$ cat src/rtl/histogram_map_param.sv
// histogram_map_param: run-length histogram map stage for ping-pong dataflow pipelines.
// It clears an N_BINS-entry count RAM and then scans N_IN samples from the sample RAM.
// Consecutive equal samples accumulate in a register, so the count RAM is written only
// when the sample value changes, plus once at the end of the run.
// Samples at or above N_BINS are dropped and counted in drop_cnt.
//
// Ports:
//   ap_clk, ap_rst           clock; asynchronous active-high reset
//   ap_start/ap_done/ap_idle/ap_ready/ap_continue   block-level handshake
//   in_r_address0/ce0/q0     sample RAM read port (1-cycle latency)
//   hist_address0/ce0/we0/d0 count RAM write port
//   hist_address1/ce1/q1     count RAM read port (1-cycle latency)
//   drop_cnt                 out-of-range samples in the current or last run
//
// Configuration macro: HISTOGRAM_MAP_SAT_EN
//   defined   -> bin counters saturate at 2^CNT_W-1
//   undefined -> bin counters wrap modulo 2^CNT_W
module histogram_map_param #(
    parameter int unsigned DATA_W = 32,
    parameter int unsigned N_IN   = 4,
    parameter int unsigned IN_AW  = 2,
    parameter int unsigned N_BINS = 256,
    parameter int unsigned BIN_AW = 8,
    parameter int unsigned CNT_W  = 32
) (
    input  logic              ap_clk,
    input  logic              ap_rst,
    input  logic              ap_start,
    output logic              ap_done,
    input  logic              ap_continue,
    output logic              ap_idle,
    output logic              ap_ready,
    output logic [IN_AW-1:0]  in_r_address0,
    output logic              in_r_ce0,
    input  logic [DATA_W-1:0] in_r_q0,
    output logic [BIN_AW-1:0] hist_address0,
    output logic              hist_ce0,
    output logic              hist_we0,
    output logic [CNT_W-1:0]  hist_d0,
    output logic [BIN_AW-1:0] hist_address1,
    output logic              hist_ce1,
    input  logic [CNT_W-1:0]  hist_q1,
    output logic [IN_AW:0]    drop_cnt
);

    localparam int unsigned IDX_W = IN_AW + 1;

    localparam logic [2:0] S_IDLE  = 3'd0;
    localparam logic [2:0] S_CLEAR = 3'd1;
    localparam logic [2:0] S_RD    = 3'd2;
    localparam logic [2:0] S_CMP   = 3'd3;
    localparam logic [2:0] S_UPD   = 3'd4;

    logic [2:0]        state;
    logic [2:0]        state_nxt;
    logic [BIN_AW-1:0] clr;
    logic [IDX_W-1:0]  idx;
    logic [CNT_W-1:0]  acc;
    logic [DATA_W-1:0] old;
    logic [DATA_W-1:0] val_r;
    logic              old_valid;
    logic              eq;
    logic              done_reg;

    logic              start_acc;
    logic              idx_done;
    logic              val_oor;
    logic              val_eq;

    // Counter increment, saturating or wrapping depending on build
    function automatic logic [CNT_W-1:0] inc(input logic [CNT_W-1:0] x);
`ifdef HISTOGRAM_MAP_SAT_EN
        return (&x) ? x : x + CNT_W'(1);
`else
        return x + CNT_W'(1);
`endif
    endfunction

    assign start_acc = (state == S_IDLE) && ap_start && !done_reg;
    assign idx_done  = (idx == IDX_W'(N_IN));
    // Range check uses the full sample width before the bin address is truncated
    assign val_oor   = ({1'b0, in_r_q0} >= (DATA_W + 1)'(N_BINS));
    assign val_eq    = old_valid && (in_r_q0 == old);

    // State register
    always_ff @(posedge ap_clk or posedge ap_rst) begin
        if (ap_rst) begin
            state <= S_IDLE;
        end else begin
            state <= state_nxt;
        end
    end

    // Next state and RAM/handshake outputs
    always_comb begin
        state_nxt     = state;
        ap_done       = done_reg;
        ap_ready      = 1'b0;
        ap_idle       = (state == S_IDLE) && !ap_start;
        in_r_address0 = '0;
        in_r_ce0      = 1'b0;
        hist_address0 = '0;
        hist_ce0      = 1'b0;
        hist_we0      = 1'b0;
        hist_d0       = '0;
        hist_address1 = '0;
        hist_ce1      = 1'b0;
        case (state)
            S_IDLE: begin
                if (start_acc) begin
                    state_nxt = S_CLEAR;
                end
            end
            S_CLEAR: begin
                hist_address0 = clr;
                hist_ce0      = 1'b1;
                hist_we0      = 1'b1;
                if (clr == BIN_AW'(N_BINS - 1)) begin
                    state_nxt = S_RD;
                end
            end
            S_RD: begin
                if (idx_done) begin
                    // Flush the last open run
                    if (old_valid) begin
                        hist_address0 = old[BIN_AW-1:0];
                        hist_ce0      = 1'b1;
                        hist_we0      = 1'b1;
                        hist_d0       = acc;
                    end
                    ap_done   = 1'b1;
                    ap_ready  = 1'b1;
                    state_nxt = S_IDLE;
                end else begin
                    in_r_address0 = idx[IN_AW-1:0];
                    in_r_ce0      = 1'b1;
                    state_nxt     = S_CMP;
                end
            end
            S_CMP: begin
                if (val_oor) begin
                    state_nxt = S_RD;
                end else begin
                    state_nxt = S_UPD;
                    // New value: fetch its count and retire the previous run.
                    // val != old here, so the two ports never hit the same bin.
                    if (!val_eq) begin
                        hist_address1 = in_r_q0[BIN_AW-1:0];
                        hist_ce1      = 1'b1;
                        if (old_valid) begin
                            hist_address0 = old[BIN_AW-1:0];
                            hist_ce0      = 1'b1;
                            hist_we0      = 1'b1;
                            hist_d0       = acc;
                        end
                    end
                end
            end
            S_UPD: begin
                state_nxt = S_RD;
            end
            default: begin
                state_nxt = S_IDLE;
            end
        endcase
    end

    // Datapath and handshake registers
    always_ff @(posedge ap_clk or posedge ap_rst) begin
        if (ap_rst) begin
            clr       <= '0;
            idx       <= '0;
            acc       <= '0;
            old       <= '0;
            val_r     <= '0;
            old_valid <= 1'b0;
            eq        <= 1'b0;
            done_reg  <= 1'b0;
            drop_cnt  <= '0;
        end else begin
            if ((state == S_RD) && idx_done) begin
                done_reg <= !ap_continue;
            end else if (ap_continue) begin
                done_reg <= 1'b0;
            end
            case (state)
                S_IDLE: begin
                    if (start_acc) begin
                        clr       <= '0;
                        idx       <= '0;
                        acc       <= '0;
                        old_valid <= 1'b0;
                        drop_cnt  <= '0;
                    end
                end
                S_CLEAR: begin
                    clr <= clr + BIN_AW'(1);
                end
                S_CMP: begin
                    if (val_oor) begin
                        drop_cnt <= drop_cnt + IDX_W'(1);
                        idx      <= idx + IDX_W'(1);
                    end else begin
                        eq    <= val_eq;
                        val_r <= in_r_q0;
                    end
                end
                S_UPD: begin
                    acc       <= inc(eq ? acc : hist_q1);
                    old       <= val_r;
                    old_valid <= 1'b1;
                    idx       <= idx + IDX_W'(1);
                end
                default: begin
                end
            endcase
        end
    end

endmodule

$ cat config.mk
export PLATFORM = sky130hd
export DESIGN_NAME = histogram_map_param
export DESIGN_NICKNAME = d
export VERILOG_FILES = /design/src/rtl/histogram_map_param.sv
export SDC_FILE = /design/constraint.sdc
export NUM_CORES = 1
export LEC_CHECK = 0
export ABC_AREA = 1
export BUFFER_PORTS_ARGS = -buffer_cell sky130_fd_sc_hd__buf_2
export CORE_MARGIN = 1.5
export CORE_UTILIZATION = 49
export CTS_CLUSTER_SIZE = 16
export DETAILED_ROUTE_END_ITERATION = 8
export PLACE_DENSITY = 0.7
export SYNTH_ARGS = -nofsm -noshare
export SYNTH_HDL_FRONTEND = slang
export SYNTH_SLANG_ARGS = --single-unit
$ cat constraint.sdc
create_clock -name ap_clk -period 9.5 [get_ports ap_clk]
set_clock_uncertainty 0.15 [all_clocks]
set_input_delay 1.425 -clock ap_clk [delete_from_list [all_inputs] [get_ports ap_clk]]
set_output_delay 1.425 -clock ap_clk [all_outputs]
set_load 0.005 [all_outputs]
* Word level (Yosys, flattened, before mapping)
Cells that the tools add are included.
W data, S select, Z words.
** Word-level totals
- Bits in registers :: 116
- Bits of input ports :: 68
- Logic and storage cells :: 94
** Operators by class
- Add/subtract/negate cells :: 4
- $lt $le $gt $ge :: 1
- Equal/unequal tests :: 10
- Muxes and demuxes :: 48
- Bitwise logic cells :: 1
- Reductions and logical operators :: 20
** Operators with widths (number)
- $mux W32 :: 6
- $pmux W32 S2 :: 2
- $mux W8 :: 8
- $add A32 B1 Y32 const B :: 1
- $eq A32 B32 Y1 :: 1
- $ge A32 B9 Y1 const B :: 1
- $pmux W8 S3 :: 1
- $mux W3 :: 6
- $mux W1 :: 16
- $pmux W8 S2 :: 1
- $pmux W3 S5 :: 1
- $pmux W3 S3 :: 1
- $add A8 B1 Y8 const B :: 1
- $eq A8 B8 Y1 const B :: 1
- $reduce_and A2 Y1 :: 4
- $reduce_bool A2 Y1 :: 4
- $add A3 B1 Y3 const B :: 2
- $eq A3 B2 Y1 const B :: 2
- $eq A3 B3 Y1 const B :: 2
- $mux W2 :: 3
- $ne A2 B2 Y1 const B :: 3
- $pmux W3 S2 :: 1
- $reduce_and A3 Y1 :: 2
- $logic_and A1 B1 Y1 :: 5
- other kinds (7) :: 9

* Logic depth before layout (Yosys ltp)
Gate-level depths: netlist of the first run.
- Depth in word-level cells :: 5
- Mapped depth :: 14

* Worst setup path before layout of the first run
OpenSTA, ideal clock, no wires.
- Kind :: input-to-output
- Start point :: in in_r_q0[10]
- End point :: out hist_d0[0]
- Data arrival time :: 2.614 ns
- Setup slack :: 5.311 ns
- Cell stages on the path :: 7
- Buffers on the path :: 1
- Cells stage by stage :: or2_0 nor3b_1 nand4_1 clkinv_1 nand2_1 buf_2 a21oi_1
** On the way
- Word-level cells in the longest chain between the ends :: 5
- Elaborated cells between the ends (all ways) :: 6
- Those cells by class :: order compare (1); eq/ne (1); mux (3); reduce/logical (1)
** Ends and longest elaborated chain
- from (decl) :: line 35 : input logic [DATA_W-1:0] in_r_q0,
- parallel branches: the longest is 3 deep, another holds $ge A32 B9 Y1
- $mux W32 * :: line 141 : if (val_oor) begin
- $pmux W32 S2 * :: line 108 : case (state)
- to (decl) :: line 39 : output logic [CNT_W-1:0] hist_d0,
Mark *: on every way between the ends.

* Worst setup path after layout of the first run
- Start point :: in in_r_q0[10]
- End point :: out hist_address0[0]
** On the way
- Word-level cells in the longest chain between the ends :: 5
- Elaborated cells between the ends (all ways) :: 6
- Those cells by class :: order compare (1); eq/ne (1); mux (3); reduce/logical (1)
** Ends and longest elaborated chain
- parallel branches: the longest is 3 deep, another holds $ge A32 B9 Y1
- $mux W8 * :: line 141
- $pmux W8 S3 * :: line 108
- to (decl) :: line 36 : output logic [BIN_AW-1:0] hist_address0,
Marked as above.

==> run metrics, run 1 <==
first-pass GRT wire length 29,400 um; fin nets 1,214; worst hold path type register to register; Seq/Total Area, Yosys 0.407; Clock Power Share 0.451; final worst setup slack 2.94 ns; Tot Pwr 1.38 mW; post-synthesis net count 1,100; Final min period 6.56 ns; vias per cell 4.97; share of power burned in registers 0.386; GP Congestion 0.955; fin util 0.597; Async SR Flop Fraction 1.00; Top cell by count, worst path nand2_1; Syn Area/Cell 6.94 sq um; slowest cell on the critical path nand2_1; # IOs 128; Main synth FF type dfrtp_1; total setup buffers inserted after CTS 0; Post-CTS Hold Fix Bufs 0; Area growth syn-to-layout 17.7%; Post-DP HPWL 13,100 um; Worst path top cell family by delay simple AND/OR/NAND/NOR gates; initial DRC count 372; number of max-cap violations 0; biggest regs acc: 32 flops, old: 32 flops, val_r: 32 flops; mean routed wirelength per cell 13.5 um; top cells by area, synth dfrtp_1, nand2_1, inv_1; WP data required 7.93 ns; Final Hold Fails 0; share of layout cells above drive strength 1 0.189; slew at the pin with the worst max-slew slack 1.21 ns; Bufs on Longest Clock Path 2; DR vias 6,620; CTS tree yes; buffers plus inverters on the worst setup path 3; fmax 152 MHz; Gate Count Post-Synth 1,027; RSZ-0062 raised after global routing false; cell-internal power 0.979 mW; total CTS buffers 17; Crit path largest cell delay 0.88 ns; power density over the cells 165 nW/um^2; initial antenna violation count 0; Layout Cells excl Fill 1,333; Slew HR 0.191; startpoint types primary input; Yosys Warn Count 0; Place WS 2.97 ns; worst skew pair latency 0.42 ns; switching power total 0.403 mW; Seq cells post-synth 116; Die X-Extent 124 um; Max FO, Critical Path 34; largest net degree at the start of global routing 65; endpoints failing setup 0; DRC errors left 0; final worst-path cycle share 0.691; status finished, final reports clean; Leakage 4.33 nW; Max Slew Vio Count 0; clk slew on worst S/H paths 0.05 ns; number of flops mapped to enable cells by yosys 0; CTS Root Cell clkbuf_16; Worst VDD drop 127 uV; Die Y 124 um; top-area cell type share of the netlist area 0.407; crit end category primary output; sw frac 0.292; Antenna Nets Post-Route 0; leading area contributor after synthesis dfrtp_1; CP Class primary input to primary output; vias in the first global route 6,186; Comb pwr share 0.164; starting density of the core 0.508; setup TNS 0 ns; DIE AREA 15,300 sq um; Netlist cell types 44; Total Routing Usage GR 0.254; final wirelength 18,000 um; drt pass-1 iters 5; post-cts resize count 0; Data arrival, critical path 4.99 ns; CTS sink count 116; GRT overflow 0; ANT cells 0; Placed Cells incl. Taps 1,302; mapped cell area 7130 sq um; number of port buffers 127; critical-path cell list buf_2 -> or2_0 -> nor3b_1 -> nand4_1 -> clkinv_1 -> nand2_1 -> nand2_1 -> nand2_1 -> nand2_1 -> buf_2; Core Area 14,000 sq um; htree depth 4; Core Rows 43
-- placed cells by master, fill, tap and decap left out, types with 3 or more instances in the layout --
master       n
o21ai_1     19
nand3_1     36
clkinv_2     5
nor2_2      14
clkinv_4     3
o21ai_2     13
nand3_2      5
nand2_2      8
a21oi_1     43
nor2_1      96
xor2_1       4
clkbuf_16   17
dfrtp_1    115
nand2_1    332
o21ai_0     78
nor2_4       7
inv_1      146
buf_4        5
clkinv_1     3
ha_1         5
nand4_1      5
and2_1      10
nor3_1       5
buf_2      127
xnor2_1     22
-- through the flow --
stage,cell area [sq um],hold slack (ns)
global placement,7810,0.318
CTS,8390,0.339
global route,8390,0.355
floorplan,7130,0.303
finish,8390,0.339
detailed placement,7810,0.321
-- cell families (layout without fill, tap and decap cells) --
family,Yosys count,count (layout),share of synthesized area
multiplexers,1,1,0.00140
AND/OR/NAND/NOR,526,526,0.312
AO/OA/AOI/OAI,164,164,0.127
buffers and inverters,189,315,0.112
adder cells (fa/ha/maj),5,5,0.00878
flip-flops,116,116,0.407
XOR/XNOR,26,26,0.0320
-- cells in the mapped netlist (2+ instances only) --
library cell and instances:
nand2_1 332, a22o_1 2, nor2_2 12, xnor2_1 22, ha_1 5, nor2_4 6
inv_2 2, xor2_1 4, dfrtp_1 116, o21ai_2 13, nand3_1 36, buf_2 7
clkinv_1 3, a21oi_1 43, nand3b_1 2, o21ai_0 78, buf_6 5, and2_1 10
nand3_2 5, clkbuf_1 19, nor3_2 2, buf_4 4, nand4_1 5, nand2_2 8
o21ai_1 19, nor2_1 99, inv_1 147, nor3_1 5
-- tightest hold or removal path, stage by stage, from the launching register on --
cell and delay (ns):
dfrtp_1 0.32, inv_1 0.05, nor2_1 0.08
-- power by group through the flow --
| stage | sequential, mW | clock (mW) | combinational, mW |
|---|---|---|---|
| after floorplan | 0.537 | 0 | 0.154 |
| after global placement | 0.540 | 0 | 0.224 |
| after detailed placement | 0.541 | 0 | 0.227 |
| after CTS | 0.532 | 0.632 | 0.228 |
| after global routing | 0.536 | 0.657 | 0.260 |
| final | 0.533 | 0.623 | 0.226 |
-- per-layer routing --
metal	routed length, um	track usage	vias to the layer above	share of wire
met5	0	0	-	0
met4	414	0.0984	0	0.023
met3	740	0.0559	29	0.041
met2	8830	0.433	160	0.49
met1	8060	0.314	3026	0.45
li1	-	-	3405	-
-- layout make-up --
| cell class | count | area [sq um] |
|---|---|---|
| clock inverters | 13 | 135 |
| repair buffers | 132 | 673 |
| multi-input cells | 722 | 3440 |
| flip-flops and latches | 116 | 2900 |
| well taps | 180 | 225 |
| clock buffers | 18 | 439 |
| inverters | 152 | 573 |
| fillers | 1368 | 5650 |
-- worst paths after layout --
check                       startpoint                to  slack (ns)  cells after the start
setup / recovery           in_r_q0[10]  hist_address0[0]        2.94                     10
hold / removal               val_r[20]         val_r[20]        0.34                      2
setup reg to reg              state[2]                eq        6.36                      8
hold reg to reg              val_r[20]         val_r[20]        0.34                      2
max in group asynchronous       ap_rst                eq        6.88                      3
min in group asynchronous       ap_rst            acc[1]        0.97                      2
Power figures use the tool's default switching activity.
==> run 2, diff against run 1 <==
--- a/config.mk
+++ b/config.mk
@@ -11,7 +11,7 @@
 export CORE_UTILIZATION = 49
 export CTS_CLUSTER_SIZE = 16
 export DETAILED_ROUTE_END_ITERATION = 8
-export PLACE_DENSITY = 0.7
+export PLACE_DENSITY = 0.73
 export SYNTH_ARGS = -nofsm -noshare
 export SYNTH_HDL_FRONTEND = slang
 export SYNTH_SLANG_ARGS = --single-unit
==> constraint.sdc (replaced) <==
create_clock -name ap_clk -period 5.6 [get_ports ap_clk]
set_clock_uncertainty 0.15 [all_clocks]
set_input_delay 0.84 -clock ap_clk [delete_from_list [all_inputs] [get_ports ap_clk]]
set_output_delay 0.84 -clock ap_clk [all_outputs]
set_load 0.005 [all_outputs]
==> run metrics, run 2 (synthesis results as in run 1) <==
CP Class register to primary output; first-pass GRT wire length 29,500 um; # IOs 128; fin nets 1,217; Core Area 14,000 sq um; fmax 237 MHz; GRT overflow 0; DR WL met2 8860 um; hold path endpoint val_r[19]; vias per cell 5.00; WP data required 4.61 ns; Max Slew Vio Count 0; worst hold path type register to register; routed wl met3 893 um; Data arrival, critical path 3.23 ns; Total Routing Usage GR 0.253; GP Congestion 0.903; Final min period 4.22 ns; DR vias 6,691; CTS Root Cell clkbuf_16; FF-to-FF Start eq; starting density of the core 0.508; Placed Cells incl. Taps 1,305; setup TNS 0 ns; Area growth syn-to-layout 18.6%; crit end category primary output; Crit path largest cell delay 0.55 ns; Die Y 124 um; final worst setup slack 1.38 ns; DIE AREA 15,300 sq um; number of max-cap violations 0; Layout Cells excl Fill 1,337; Post-DP HPWL 13,200 um; initial antenna violation count 0; WL met1 8120 um; clk slew on worst S/H paths 0.06 ns; Final Hold Fails 0; Max FO, Critical Path 33; Min-Delay Startpoint val_r[19]; number of port buffers 127; slew at the pin with the worst max-slew slack 1.10 ns; worst r2r path cells 12; critical-path cell list inv_1 -> nand2_1 -> nor2_1 -> nand4_1 -> clkinv_1 -> buf_4 -> nand2_1 -> o21ai_2 -> and2_1 -> buf_2; Worst path top cell family by delay simple AND/OR/NAND/NOR gates; Top cell by count, worst path nand2_1; startpoint types register; uppermost layer routed met4; buffers plus inverters on the worst setup path 4; hold path depth 2; worst skew pair latency 0.41 ns; share of layout cells above drive strength 1 0.191; Leakage 4.36 nW; final wirelength 18,500 um; endpoints failing setup 0; commonest cells after routing, fill and taps aside nand2_1, inv_1, buf_2, dfrtp_1, nor2_1; largest net degree at the start of global routing 50; slowest cell on the critical path nand4_1; Core Rows 43; post-cts resize count 0; htree depth 4; Antenna Nets Post-Route 0; Die X-Extent 124 um; biggest regs acc: 32 flops, old: 32 flops, val_r: 32 flops; Crit Reg-Reg Endpoint acc[18]; CTS sink count 116; vias in the first global route 6,067; ANT cells 0; final worst-path cycle share 0.753; Slew HR 0.268; commonest non-fill, non-tap cell in the layout nand2_1; Worst VDD drop 261 uV; total CTS buffers 17; status finished, final reports clean; RSZ-0062 raised after global routing false; Post-CTS Hold Fix Bufs 0; Place WS 1.51 ns; initial DRC count 428; Bufs on Longest Clock Path 2; mean routed wirelength per cell 13.8 um; fin util 0.602; DRC errors left 0; r2r setup slk 2.53 ns; total setup buffers inserted after CTS 0; drt pass-1 iters 5; CTS tree yes; power density over the cells 287 nW/um^2
run 2: how the worst max path moves through the flow:
stage	startpoint	slack [ns]	cells after the start	endpoint
3_3_place_gp	in_r_q0[10]	1.55	10	hist_address1[4]
5_1_grt	state[1]	1.16	11	hist_address0[5]
2_1_floorplan	ap_rst	1.54	1	acc[0]
3_5_place_dp	in_r_q0[10]	1.51	10	hist_address1[4]
6_report	state[2]	1.38	10	hist_address1[4]
4_1_cts	state[2]	1.37	10	hist_address1[4]
run 2: metal layers:
layer,vias to the layer above,global-route usage
li1,3418,-
met1,3020,0.333
met2,212,0.413
met3,41,0.0426
met4,0,0.109
met5,-,0
run 2: power breakdown:
part | switching (mW) | internal (mW) | total [mW]
logic | 0.262 | 0.128 | 0.390
registers | 0.0308 | 0.872 | 0.902
clock network | 0.415 | 0.718 | 1.13
run 2: tightest hold or removal path, stage by stage, from the launching register on:
cell,delay (ns)
dfrtp_1,0.32
inv_1,0.04
nor2_1,0.09
run 2: per-stage QoR:
| step | area (sq um) | power, mW | hold slack (ns) |
|---|---|---|---|
| after global routing | 8450 | 2.53 | 0.355 |
| after detailed placement | 7840 | 1.30 | 0.326 |
| after CTS | 8450 | 2.44 | 0.339 |
| final | 8450 | 2.42 | 0.337 |
| after floorplan | 7130 | 1.17 | 0.303 |
| after global placement | 7840 | 1.29 | 0.315 |
run 2: layout make-up:
cell class	instances	area, sq um
Multi-Input combinational cell	722	3440
Clock inverter	13	173
Fill cell	1359	5590
Sequential cell	116	2900
Inverter	152	573
Tap cell	180	225
Clock buffer	19	443
Timing Repair Buffer	135	696
==> run 3, diff against run 2 <==
--- a/config.mk
+++ b/config.mk
@@ -11,7 +11,7 @@
 export CORE_UTILIZATION = 49
 export CTS_CLUSTER_SIZE = 16
 export DETAILED_ROUTE_END_ITERATION = 8
-export PLACE_DENSITY = 0.73
+export PLACE_DENSITY = 0.7
 export SYNTH_ARGS = -nofsm -noshare
 export SYNTH_HDL_FRONTEND = slang
 export SYNTH_SLANG_ARGS = --single-unit
==> constraint.sdc (replaced) <==
create_clock -name ap_clk -period 4.2 [get_ports ap_clk]
set_clock_uncertainty 0.15 [all_clocks]
set_input_delay 0.63 -clock ap_clk [delete_from_list [all_inputs] [get_ports ap_clk]]
set_output_delay 0.63 -clock ap_clk [all_outputs]
set_load 0.005 [all_outputs]
==> run metrics, run 3 (synthesis results as in run 1) <==
total CTS buffers 17; number of port buffers 127; first-pass GRT wire length 30,000 um; fin util 0.602; share of layout cells above drive strength 1 0.196; commonest non-fill, non-tap cell in the layout nand2_1; Final min period 3.88 ns; post-cts resize count 0; Crit Reg-Reg Endpoint acc[29]; Die Y 124 um; Core Rows 43; startpoint types register; status finished, final reports clean; WP data required 3.42 ns; initial DRC count 445; buffers plus inverters on the worst setup path 4; CP Class register to primary output; fmax 258 MHz; Crit path largest cell delay 0.51 ns; htree depth 4; Area growth syn-to-layout 18.6%; setup TNS 0 ns; Final Hold Fails 0; Max Slew Vio Count 0; final worst setup slack 0.323 ns; CTS sink count 116; Data arrival, critical path 3.10 ns; Fillers 1,385; Place WS 0.620 ns; slowest cell on the critical path nor2_1; r2r setup slk 1.34 ns; GP Congestion 0.924; Max FO, Critical Path 17; DR vias 6,650; Top cell by count, worst path nand2_1; DRC errors left 0; Hold WS 0.127 ns; power density over the cells 369 nW/um^2; crit end category primary output; drt pass-1 iters 7; mean routed wirelength per cell 13.6 um; Post-CTS Hold Fix Bufs 0; clk slew on worst S/H paths 0.05 ns; number of max-cap violations 0; initial antenna violation count 0; Slew HR 0.392; Tot Pwr 3.11 mW; critical-path cell list inv_1 -> nand2_1 -> nor2_1 -> nand4_1 -> buf_4 -> clkinv_1 -> nand2_1 -> nand2_1 -> nand2_1 -> nand2_1 -> buf_2; Total Routing Usage GR 0.259; Layout Cells excl Fill 1,343; worst r2r path cells 10; worst skew pair latency 0.42 ns; Worst VDD drop 261 uV; vias in the first global route 6,230; starting density of the core 0.508; Antenna Nets Post-Route 0; Worst path top cell family by delay simple AND/OR/NAND/NOR gates; ANT cells 0; final instance area 8450 sq um; biggest regs acc: 32 flops, old: 32 flops, val_r: 32 flops; worst hold path type primary input to asynchronous set/reset pin; Core Area 14,000 sq um; vias per cell 4.95; final wirelength 18,200 um; DIE AREA 15,300 sq um; Die X-Extent 124 um; commonest cells after routing, fill and taps aside nand2_1, inv_1, buf_2, dfrtp_1, nor2_1; endpoints failing setup 0; Placed Cells incl. Taps 1,311; Leakage 4.36 nW; # IOs 128; Area after DPL 7880 sq um; RSZ-0062 raised after global routing false; FF-to-FF Start eq; Post-DP HPWL 13,600 um; largest net degree at the start of global routing 51; total setup buffers inserted after CTS 0; Bufs on Longest Clock Path 2; final worst-path cycle share 0.923; crit path from state[2]; GRT overflow 0; CTS Root Cell clkbuf_16; CTS tree yes; fin nets 1,223; slew at the pin with the worst max-slew slack 0.911 ns
-- run 3: changes by cell type in the layout (fill, tap and decap cells not counted) --
cell,delta
buf_4,+6
clkinvlp_4,+4
bufinv_16,-2
clkbuf_1,-1
clkinv_2,+1
clkinv_4,-1
inv_6,-1
-- run 3: final cells by class --
| cell class | count | area (sq um) | share of cell area |
|---|---|---|---|
| tap | 180 | 225 | 0.0267 |
| timing repair buffer | 141 | 741 | 0.0877 |
| sequential | 116 | 2900 | 0.344 |
| multi-input combinational | 722 | 3440 | 0.407 |
| clock buffer | 18 | 439 | 0.0520 |
| inverter | 152 | 573 | 0.0678 |
| clock inverter | 14 | 130 | 0.0154 |
-- run 3: power breakdown --
| part | leakage (nW) | internal, mW | switching [mW] |
|---|---|---|---|
| Clock | 0.265 | 0.831 | 0.552 |
| Sequential | 1.47 | 1.16 | 0.0436 |
| Combinational | 2.63 | 0.179 | 0.347 |
| Total | 4.36 | 2.17 | 0.942 |
-- run 3: per-layer routing --
metal | up-vias | part of all wire | GRT usage
li1 | 3432 | - | -
met1 | 3029 | 0.44 | 0.321
met2 | 161 | 0.50 | 0.452
met3 | 28 | 0.041 | 0.0508
met4 | 0 | 0.020 | 0.0905
met5 | - | 0 | 0
-- run 3: worst register-to-register path, cell delays in order (launching register included) --
cell     delay [ns]
dfrtp_2        0.95
buf_4          0.35
nand2_1        0.07
o21ai_1        0.22
nand2_1        0.22
nor2_4         0.22
nand2_1        0.07
nor2_1         0.23
nand3_1        0.11
nand3_1        0.10
nand2_1        0.05
-- run 3: how the worst max path moves through the flow --
stage	endpoint	slack, ns	depth (start not counted)
after floorplan	acc[0]	0.35	1
after global placement	hist_address0[0]	0.72	11
after detailed placement	hist_address0[0]	0.62	11
after CTS	hist_address0[0]	0.29	11
after global routing	hist_address0[0]	0.06	11
final	hist_address0[0]	0.32	11
